===== src/rtl/mem_arb_pkg.sv =====
`default_nettype none
// ============================================================================
// Module  : mem_arb_pkg
// Brief   : Shared widths, requester index and response record for mem_arbiter.
// Revision: 1.0 - initial release
// ============================================================================
package mem_arb_pkg;

    localparam int ADDR_W = 8;
    localparam int DATA_W = 32;

    typedef enum logic {
        REQ_M0 = 1'b0,
        REQ_M1 = 1'b1
    } req_idx_e;

    typedef struct packed {
        logic              rvalid;
        logic              err;
        logic [DATA_W-1:0] rdata;
    } rsp_t;

endpackage
`default_nettype wire


===== src/rtl/rr_arbiter2.sv =====
`default_nettype none
// ============================================================================
// Module  : rr_arbiter2
// Brief   : Two-way round-robin grant with a one-bit priority pointer.
// Revision: 1.0 - initial release
// ============================================================================
module rr_arbiter2
    import mem_arb_pkg::*;
(
    input  logic       clk,
    input  logic       rst_n,
    input  logic [1:0] req,
    output logic [1:0] gnt
);

    req_idx_e r_prio;

    // Grants are suppressed while reset is asserted so no access can start.
    always_comb begin
        gnt = 2'b00;
        if (rst_n) begin
            if (req == 2'b11) begin
                gnt = (r_prio == REQ_M0) ? 2'b01 : 2'b10;
            end else begin
                gnt = req;
            end
        end
    end

    always_ff @(posedge clk) begin
        if (!rst_n) begin
            r_prio <= REQ_M0;
        end else if (gnt[0]) begin
            r_prio <= REQ_M1;
        end else if (gnt[1]) begin
            r_prio <= REQ_M0;
        end
    end

endmodule
`default_nettype wire


===== src/rtl/mem_arbiter.sv =====
`default_nettype none
// ============================================================================
// Module  : mem_arbiter
// Brief   : Round-robin sharing of one memory port between two requesters,
//           with alignment checking and registered one-cycle responses.
// Revision: 1.0 - initial release
// ============================================================================
module mem_arbiter
    import mem_arb_pkg::*;
(
    input  logic              clk,
    input  logic              rst_n,
    input  logic              m0_req,
    input  logic              m0_we,
    input  logic [ADDR_W-1:0] m0_addr,
    input  logic [DATA_W-1:0] m0_wdata,
    output logic              m0_gnt,
    output logic              m0_rvalid,
    output logic [DATA_W-1:0] m0_rdata,
    output logic              m0_err,
    input  logic              m1_req,
    input  logic              m1_we,
    input  logic [ADDR_W-1:0] m1_addr,
    input  logic [DATA_W-1:0] m1_wdata,
    output logic              m1_gnt,
    output logic              m1_rvalid,
    output logic [DATA_W-1:0] m1_rdata,
    output logic              m1_err,
    output logic              mem_w_en,
    output logic [ADDR_W-1:0] mem_addr,
    output logic [DATA_W-1:0] mem_data_in,
    input  logic [DATA_W-1:0] mem_data_out
);

    logic [1:0]        w_gnt;
    logic              w_any;
    logic              w_we;
    logic [ADDR_W-1:0] w_addr;
    logic [DATA_W-1:0] w_wdata;
    logic              w_misal;
    rsp_t [1:0]        r_rsp;

    rr_arbiter2 u_rr (
        .clk   (clk),
        .rst_n (rst_n),
        .req   ({m1_req, m0_req}),
        .gnt   (w_gnt)
    );

    assign w_any   = |w_gnt;
    assign w_we    = w_gnt[REQ_M1] ? m1_we    : m0_we;
    assign w_addr  = w_gnt[REQ_M1] ? m1_addr  : m0_addr;
    assign w_wdata = w_gnt[REQ_M1] ? m1_wdata : m0_wdata;
    assign w_misal = (w_addr[1:0] != 2'b00);

    // Idle cycles present an all-zero bus; misaligned writes never reach memory.
    assign mem_w_en    = w_any & w_we & ~w_misal;
    assign mem_addr    = w_any ? w_addr  : '0;
    assign mem_data_in = w_any ? w_wdata : '0;

    always_ff @(posedge clk) begin
        if (!rst_n) begin
            r_rsp <= '0;
        end else begin
            for (int i = 0; i < 2; i++) begin
                r_rsp[i].rvalid <= w_gnt[i];
                r_rsp[i].err    <= w_gnt[i] & w_misal;
                r_rsp[i].rdata  <= (w_gnt[i] && !w_we && !w_misal) ? mem_data_out : '0;
            end
        end
    end

    assign m0_gnt    = w_gnt[REQ_M0];
    assign m1_gnt    = w_gnt[REQ_M1];
    assign m0_rvalid = r_rsp[REQ_M0].rvalid;
    assign m0_err    = r_rsp[REQ_M0].err;
    assign m0_rdata  = r_rsp[REQ_M0].rdata;
    assign m1_rvalid = r_rsp[REQ_M1].rvalid;
    assign m1_err    = r_rsp[REQ_M1].err;
    assign m1_rdata  = r_rsp[REQ_M1].rdata;

endmodule
`default_nettype wire


===== config.mk =====
export PLATFORM = sky130hd
export DESIGN_NAME = mem_arbiter
export DESIGN_NICKNAME = d
export VERILOG_FILES = /design/src/rtl/mem_arb_pkg.sv /design/src/rtl/rr_arbiter2.sv /design/src/rtl/mem_arbiter.sv
export SDC_FILE = /design/constraint.sdc
export NUM_CORES = 1
export LEC_CHECK = 0
export ABC_AREA = 1
export ABC_CLOCK_PERIOD_IN_PS = 1300
export BUFFER_PORTS_ARGS = -buffer_cell sky130_fd_sc_hd__buf_2
export CAP_MARGIN = 20
export CORE_ASPECT_RATIO = 1.5
export CORE_MARGIN = 5
export CORE_UTILIZATION = 30
export CTS_CLUSTER_SIZE = 8
export DETAILED_ROUTE_END_ITERATION = 10
export PLACE_DENSITY = 0.69
export SYNTH_ARGS = -nofsm -noshare
export SYNTH_HDL_FRONTEND = slang
export SYNTH_SLANG_ARGS = --single-unit

===== constraint.sdc =====
create_clock -name clk -period 1.3 [get_ports clk]
set_clock_uncertainty 0.2 [all_clocks]
set_input_delay 0 -clock clk [delete_from_list [all_inputs] [get_ports clk]]
set_output_delay 0 -clock clk [all_outputs]
set_load 0.05 [all_outputs]

After elaboration in Yosys (flattened, before gate mapping)
Index checks and enable logic that the tools add are counted.
{"block": "op_classes", "eq_ne": 1, "muxes": 10, "n_bitwise": 5, "reduce_logical": 11}
{"cell": "$mux W32", "count": 2}
{"cell": "$mux W8", "count": 2}
{"cell": "$mux W2", "count": 3}
{"cell": "$and A1 B1 Y1", "count": 4}
{"cell": "$logic_and A1 B1 Y1", "count": 4}
{"cell": "$reduce_and A2 Y1", "count": 2}
{"cell": "$reduce_bool A2 Y1", "count": 2}
{"cell": "$mux W1", "count": 3}
{"cell": "$eq A2 B2 Y1 const B", "count": 1}
{"cell": "$logic_not A1 Y1", "count": 2}
{"cell": "$reduce_or A2 Y1", "count": 1}
{"cell": "$not A1 Y1", "count": 1}
{"block": "word_totals", "ff_bits": 69, "input_bits": 118, "output_inout_bits": 111, "word_cells": 34}

Depth between registers and ports, before layout
{"block": "logic_depth", "word_depth": 8, "depth_mapped": 8, "ltp_nobuf": 8}

Modules after synthesis
A second synthesis with hierarchy kept.
{"block": "hier_totals", "hier_cells": 357, "area_unflattened_um2": 2661.3}
{"module": "mem_arbiter", "instances": 1, "cells_per_inst": 347, "area_each_um2": 2605.0, "seq_area_each_um2": 1361.3}
{"module": "rr_arbiter2", "instances": 1, "cells_per_inst": 10, "area_each_um2": 56.3, "seq_area_each_um2": 20.0}

Least setup slack after synthesis
Ideal clock, no wire load.
{"block": "synth_timing", "path_type": "reg-to-output", "from": "register u_rr.r_prio", "to": "output port mem_data_in[22]", "arrival_ns": 1.683, "t_required_ns": 1.100, "path_slack_ns": -0.583, "path_stages_with_launch": 8, "n_path_buf": 1, "cell_sequence": "dfxtp_1 -> inv_1 -> nand2_2 -> nand2_4 -> inv_2 -> buf_2 -> nor2_1 -> nor2_1"}
{"block": "synth_between", "elab_chain_cells": 5, "word_cells_on_any_way": 6, "classes_between": "mux (5); reduce/logical (1)"}
{"element": "start: declaration", "line_no": "rr_arbiter2.sv:16", "text": "req_idx_e r_prio;"}
{"element": "start signal: assignment", "line_no": "rr_arbiter2.sv:32", "text": "r_prio <= REQ_M0;"}
{"element": "start signal: assignment", "line_no": "rr_arbiter2.sv:34", "text": "r_prio <= REQ_M1;"}
{"element": "start signal: assignment", "line_no": "rr_arbiter2.sv:36", "text": "r_prio <= REQ_M0;"}
{"element": "$mux W2 (*)", "line_no": "rr_arbiter2.sv:23", "text": "gnt = (r_prio == REQ_M0) ? 2'b01 : 2'b10;"}
{"element": "$mux W2 (*)", "line_no": "rr_arbiter2.sv:22", "text": "if (req == 2'b11) begin"}
{"element": "$mux W2 (*)", "line_no": "rr_arbiter2.sv:21", "text": "if (rst_n) begin"}
{"element": "named net m1_gnt", "line_no": "mem_arbiter.sv:25", "text": "output logic m1_gnt,"}
{"element": "$mux W32 or $reduce_or A2 Y1 (tied branches)", "line_no": "mem_arbiter.sv:53, mem_arbiter.sv:50"}
{"element": "$mux W32 (*)", "line_no": "mem_arbiter.sv:59", "text": "assign mem_data_in = w_any ? w_wdata : '0;"}
{"element": "end: declaration", "line_no": "mem_arbiter.sv:31", "text": "output logic [DATA_W-1:0] mem_data_in,"}
The timed path passes the listed nets; every way through them passes the cells marked *.

Final worst setup path
{"block": "layout_timing", "from": "register u_rr.r_prio", "to": "register r_rsp, in the netlist m1_rdata[18]"}
{"block": "layout_between", "elab_chain_cells": 8, "word_cells_on_any_way": 11, "classes_between": "mux (5); reduce/logical (6)"}
{"element": "$mux W2 (*)", "line_no": "rr_arbiter2.sv:23"}
{"element": "$mux W2 (*)", "line_no": "rr_arbiter2.sv:22"}
{"element": "$mux W2 (*)", "line_no": "rr_arbiter2.sv:21"}
{"element": "$mux W8 or $mux W1 (tied branches)", "line_no": "mem_arbiter.sv:52, mem_arbiter.sv:51"}
{"element": "$reduce_bool A2 Y1 or $logic_not A1 Y1 (tied branches)", "line_no": "mem_arbiter.sv:54, mem_arbiter.sv:68"}
{"element": "$logic_not A1 Y1 or $logic_and A1 B1 Y1 (tied branches)", "line_no": "mem_arbiter.sv:68", "text": "r_rsp[i].rdata <= (w_gnt[i] && !w_we && !w_misal) ? mem_data_out : '0;"}
{"element": "$logic_and A1 B1 Y1 (*)", "line_no": "mem_arbiter.sv:68"}
{"element": "$reduce_and A2 Y1 (no source line) (*)"}
{"element": "end: declaration", "line_no": "mem_arbiter.sv:41", "text": "rsp_t [1:0] r_rsp;"}
Mark *: on every way between the ends. The rest lies on a longest branch, timed or not.
A chain may end at the register's enable or synchronous reset.

==> flow_summary.rst <==
.. list-table::
   :header-rows: 1

   * - Metric
     - Value
   * - Hpwl dp
     - 7970 µm
   * - Mean instance size in the synthesized netlist
     - 8.49 µm²
   * - Library cells used by synthesis
     - 21
   * - Leading cell type in the layout, fill and taps excluded
     - sky130_fd_sc_hd__buf_2
   * - Met1 layer wirelength in the final routing
     - ~4400 µm
   * - Cells taking the most area after synthesis
     - sky130_fd_sc_hd__dfxtp_1 48%, sky130_fd_sc_hd__nor2_1 11%, sky130_fd_sc_hd__nor3_2 10%
   * - Number of antenna violations at the first check in global routing
     - 0
   * - Global placer's final weighted congestion
     - between 0.8 and 0.9
   * - Commonest non-fill, non-tap cells in the layout
     - 185 x sky130_fd_sc_hd__buf_2, 68 x sky130_fd_sc_hd__nor2_4, 68 x sky130_fd_sc_hd__dfxtp_1
   * - Setup-violating endpoint count in the final report
     - 110
   * - Number of detailed-routing iterations run before antenna repair
     - 4
   * - Boundary pin count
     - roughly 230
   * - Register Area
     - around 1400 µm²
   * - Clk pin slew, worst setup/hold paths
     - 60 ps
   * - Proportion of layout cells with a drive suffix above 1
     - a little under three quarters
   * - Ratio of routed vias to standard cells
     - 4.64
   * - Crit path launch type
     - flip-flop
   * - Number of hold violations in the final report
     - 3
   * - Global Route Usage Sum
     - approximately 20%
   * - Remaining number of nets flagged by the antenna check after routing
     - 0
   * - CTS tree
     - yes
   * - Count of fill cells added during filler insertion
     - approximately 630
   * - Startpoint of the most critical hold path
     - m1_req
   * - Placed inst area
     - about 4800 µm²
   * - Status
     - finished, violations left
   * - Total of buffers placed on input and output ports
     - 228
   * - Path type of the worst setup path
     - flip-flop to flip-flop
   * - Total of flip-flops plus latches after synthesis
     - 69
   * - Arrival time reported for the critical path endpoint
     - 1850 ps
   * - First-pass GRT wire length
     - 18500 µm
   * - Final instance area
     - 6700 µm²
   * - Post-synth top area share
     - ~48%
   * - Time the final worst path needs with I/O delays and setup
     - approximately 1800 ps
   * - Leftover overflow at the end of global routing
     - 0
   * - Critical path startpoint
     - u_rr.r_prio$_SDFFE_PN0P_
   * - Path category of the worst min-delay check
     - primary input to flip-flop
   * - Violations in the final reports
     - hold timing, setup timing
   * - Slew at the pin with the worst max-slew slack
     - about 260 ps
   * - Pin count of the biggest net entering global routing
     - 39
   * - Effective utilization at floorplan
     - a little under a third
   * - RSZ-0062 raised after global routing
     - true
   * - Fmax achieved
     - around 560 MHz
   * - Post-synthesis cell count
     - approximately 340
   * - Routed wire per std cell
     - 17.2 µm
   * - Smallest setup slack after layout
     - -483 ps
   * - Vias in the first global route
     - 3801
   * - Number of nets in the final layout
     - 781
   * - Number of clock sinks seen by CTS
     - 69
   * - Reg2Reg Launch Point
     - u_rr.r_prio$_SDFFE_PN0P_
   * - Total Negative Setup Slacks
     - -42070 ps
   * - Later-pin clock latency in the skew report
     - 320 ps
   * - Kind of end point of the critical path
     - flip-flop
   * - Worst slack at placement
     - -301 ps
   * - Multi-input gate area in the final layout
     - 1910 µm²
   * - CTS buffer count
     - 9
   * - Syn Nets
     - 456
   * - Post-CTS Hold Buffers
     - 35
   * - Final Hold Slack
     - -212 ps
   * - Final clock period utilization by the worst path
     - 137%
   * - Maximum level of the CTS H-tree
     - 3
   * - Cell row count
     - 43
   * - Peak supply drop
     - around 0.0011 V
   * - Cell Pwr Density
     - ~1000 nW/µm²
   * - Count of routing violations after the opening detailed-route iteration
     - 73
   * - Maximum number of buffers from clock root to sink
     - 2
   * - Core box area
     - just over 9000 µm²
   * - Total via count after detailed routing
     - 3622
   * - Number of slew-limit violations in the final report
     - 0
   * - Number of diodes
     - 0
   * - Cell area after synthesis
     - roughly 2900 µm²
   * - Clock root cell
     - sky130_fd_sc_hd__clkbuf_16
   * - WP data required
     - between 1000 and 1500 ps
   * - Number of maximum-capacitance constraint violations
     - 0
   * - Overall power
     - ~0.0070 W
   * - Synth-to-Final Area Change
     - 133%
   * - Die boundary height
     - approximately 130 µm
   * - Amount of wire on met2 after detailed routing
     - 7430 µm
   * - Count of synthesis-stage warnings from yosys
     - 0
   * - Sum of met3 wire segment lengths after detailed routing
     - 1340 µm
   * - Synth area leader
     - sky130_fd_sc_hd__dfxtp_1
   * - Die width
     - around 90 µm
   * - Final WL
     - around 13000 µm
   * - Slew margin rel.
     - between 80% and 90%
   * - Number of remaining DRC errors
     - 0
   * - Die ar.
     - roughly 12000 µm²
   * - Largest fanout on the critical path
     - 8
   * - Share of synthesized area occupied by flip-flops and latches
     - a little under 50%
   * - Leakage Power
     - between 3 and 4 nW
   * - Top Metal Used
     - met4
[area by class of cell]
cell class	count	share of cell area, %
sequential	69	20.7
timing repair buffer	335	41.4
clock buffer	11	3.63
clock inverter	5	1.23
inverter	42	2.50
tap	112	2.09
multi-input combinational	206	28.5
[registers in the layout, indices dropped and copies added, names as in the netlist]
register     cells
m0_err           1
m0_rdata        32
m0_rvalid        1
m1_err           1
m1_rdata        32
m1_rvalid        1
u_rr.r_prio      1
[final timing paths]
path,to,slack (ps),cells past startpoint
worst max-delay path,m1_rdata[18]$_SDFF_PN0_,-480,10
worst min-delay path,u_rr.r_prio$_SDFFE_PN0P_,-210,3
worst max register to register,m1_rdata[18]$_SDFF_PN0_,-480,10
worst min register to register,u_rr.r_prio$_SDFFE_PN0P_,440,2
[Yosys cell counts]
cell type and n:
sky130_fd_sc_hd__nand2_2 6, sky130_fd_sc_hd__nand3_4 2, sky130_fd_sc_hd__buf_6 10, sky130_fd_sc_hd__nor3_1 2, sky130_fd_sc_hd__nand3b_1 2, sky130_fd_sc_hd__dfxtp_1 69
sky130_fd_sc_hd__nor2_4 1, sky130_fd_sc_hd__nand2_1 6, sky130_fd_sc_hd__o21ai_0 38, sky130_fd_sc_hd__clkbuf_2 1, sky130_fd_sc_hd__nor2_1 84, sky130_fd_sc_hd__clkbuf_1 7
sky130_fd_sc_hd__nand2_4 2, sky130_fd_sc_hd__nand3_1 1, sky130_fd_sc_hd__o211a_1 1, sky130_fd_sc_hd__nor3_2 30, sky130_fd_sc_hd__buf_2 2, sky130_fd_sc_hd__nor2_2 31
sky130_fd_sc_hd__inv_2 2, sky130_fd_sc_hd__buf_4 1, sky130_fd_sc_hd__inv_1 40
[metal layers]
layer | vias up | GRT usage [%]
li1 | 1692 | -
met1 | 1677 | 19.9
met2 | 232 | 37.8
met3 | 21 | 6.86
met4 | 0 | 7.74
met5 | - | 0
[critical path: stages, from the launching register on]
cell                      delay, ps
sky130_fd_sc_hd__dfxtp_2        330
sky130_fd_sc_hd__inv_2           40
sky130_fd_sc_hd__nand2_4         80
sky130_fd_sc_hd__nand2_8        100
sky130_fd_sc_hd__buf_6          150
sky130_fd_sc_hd__buf_4          130
sky130_fd_sc_hd__nor2_2         120
sky130_fd_sc_hd__nand3_4        150
sky130_fd_sc_hd__buf_6          160
sky130_fd_sc_hd__buf_12         140
sky130_fd_sc_hd__nor2_4         100
[per-stage QoR]
step / util, % / instances / hold WS (ps)
2_1_floorplan: - / 338 / -62.2
3_3_place_gp: 51.5 / 707 / 44.8
3_5_place_dp: 51.5 / 707 / 49.6
4_1_cts: 66.5 / 772 / -236
5_1_grt: 71.9 / 780 / -198
6_report: 71.9 / 780 / -212
[power by group]
part	internal (W)	switching, W
combinational	0.000945	0.00123
clock	0.00174	0.000898
sequential	0.00214	0.00000955
[cell families after synthesis]
| kind of cell | count (synthesis) | share of synthesized area [%] |
|---|---|---|
| AO/OA/AOI/OAI | 39 | 6.98 |
| flip-flops | 69 | 48.1 |
| AND/OR/NAND/NOR | 167 | 33.8 |
| buffers and inverters | 63 | 11.1 |
[what timing repair did]
action | in CTS | in global routing
pin swaps | 10 | 20
cloned | 6 | 5
buffers inserted | 11 | 10
gates resized for setup | 170 | 107
endpoints found under the hold margin | 67 | 2
endpoints found under the setup margin | 109 | 109
No activity file was read; power rests on OpenSTA's default activity.
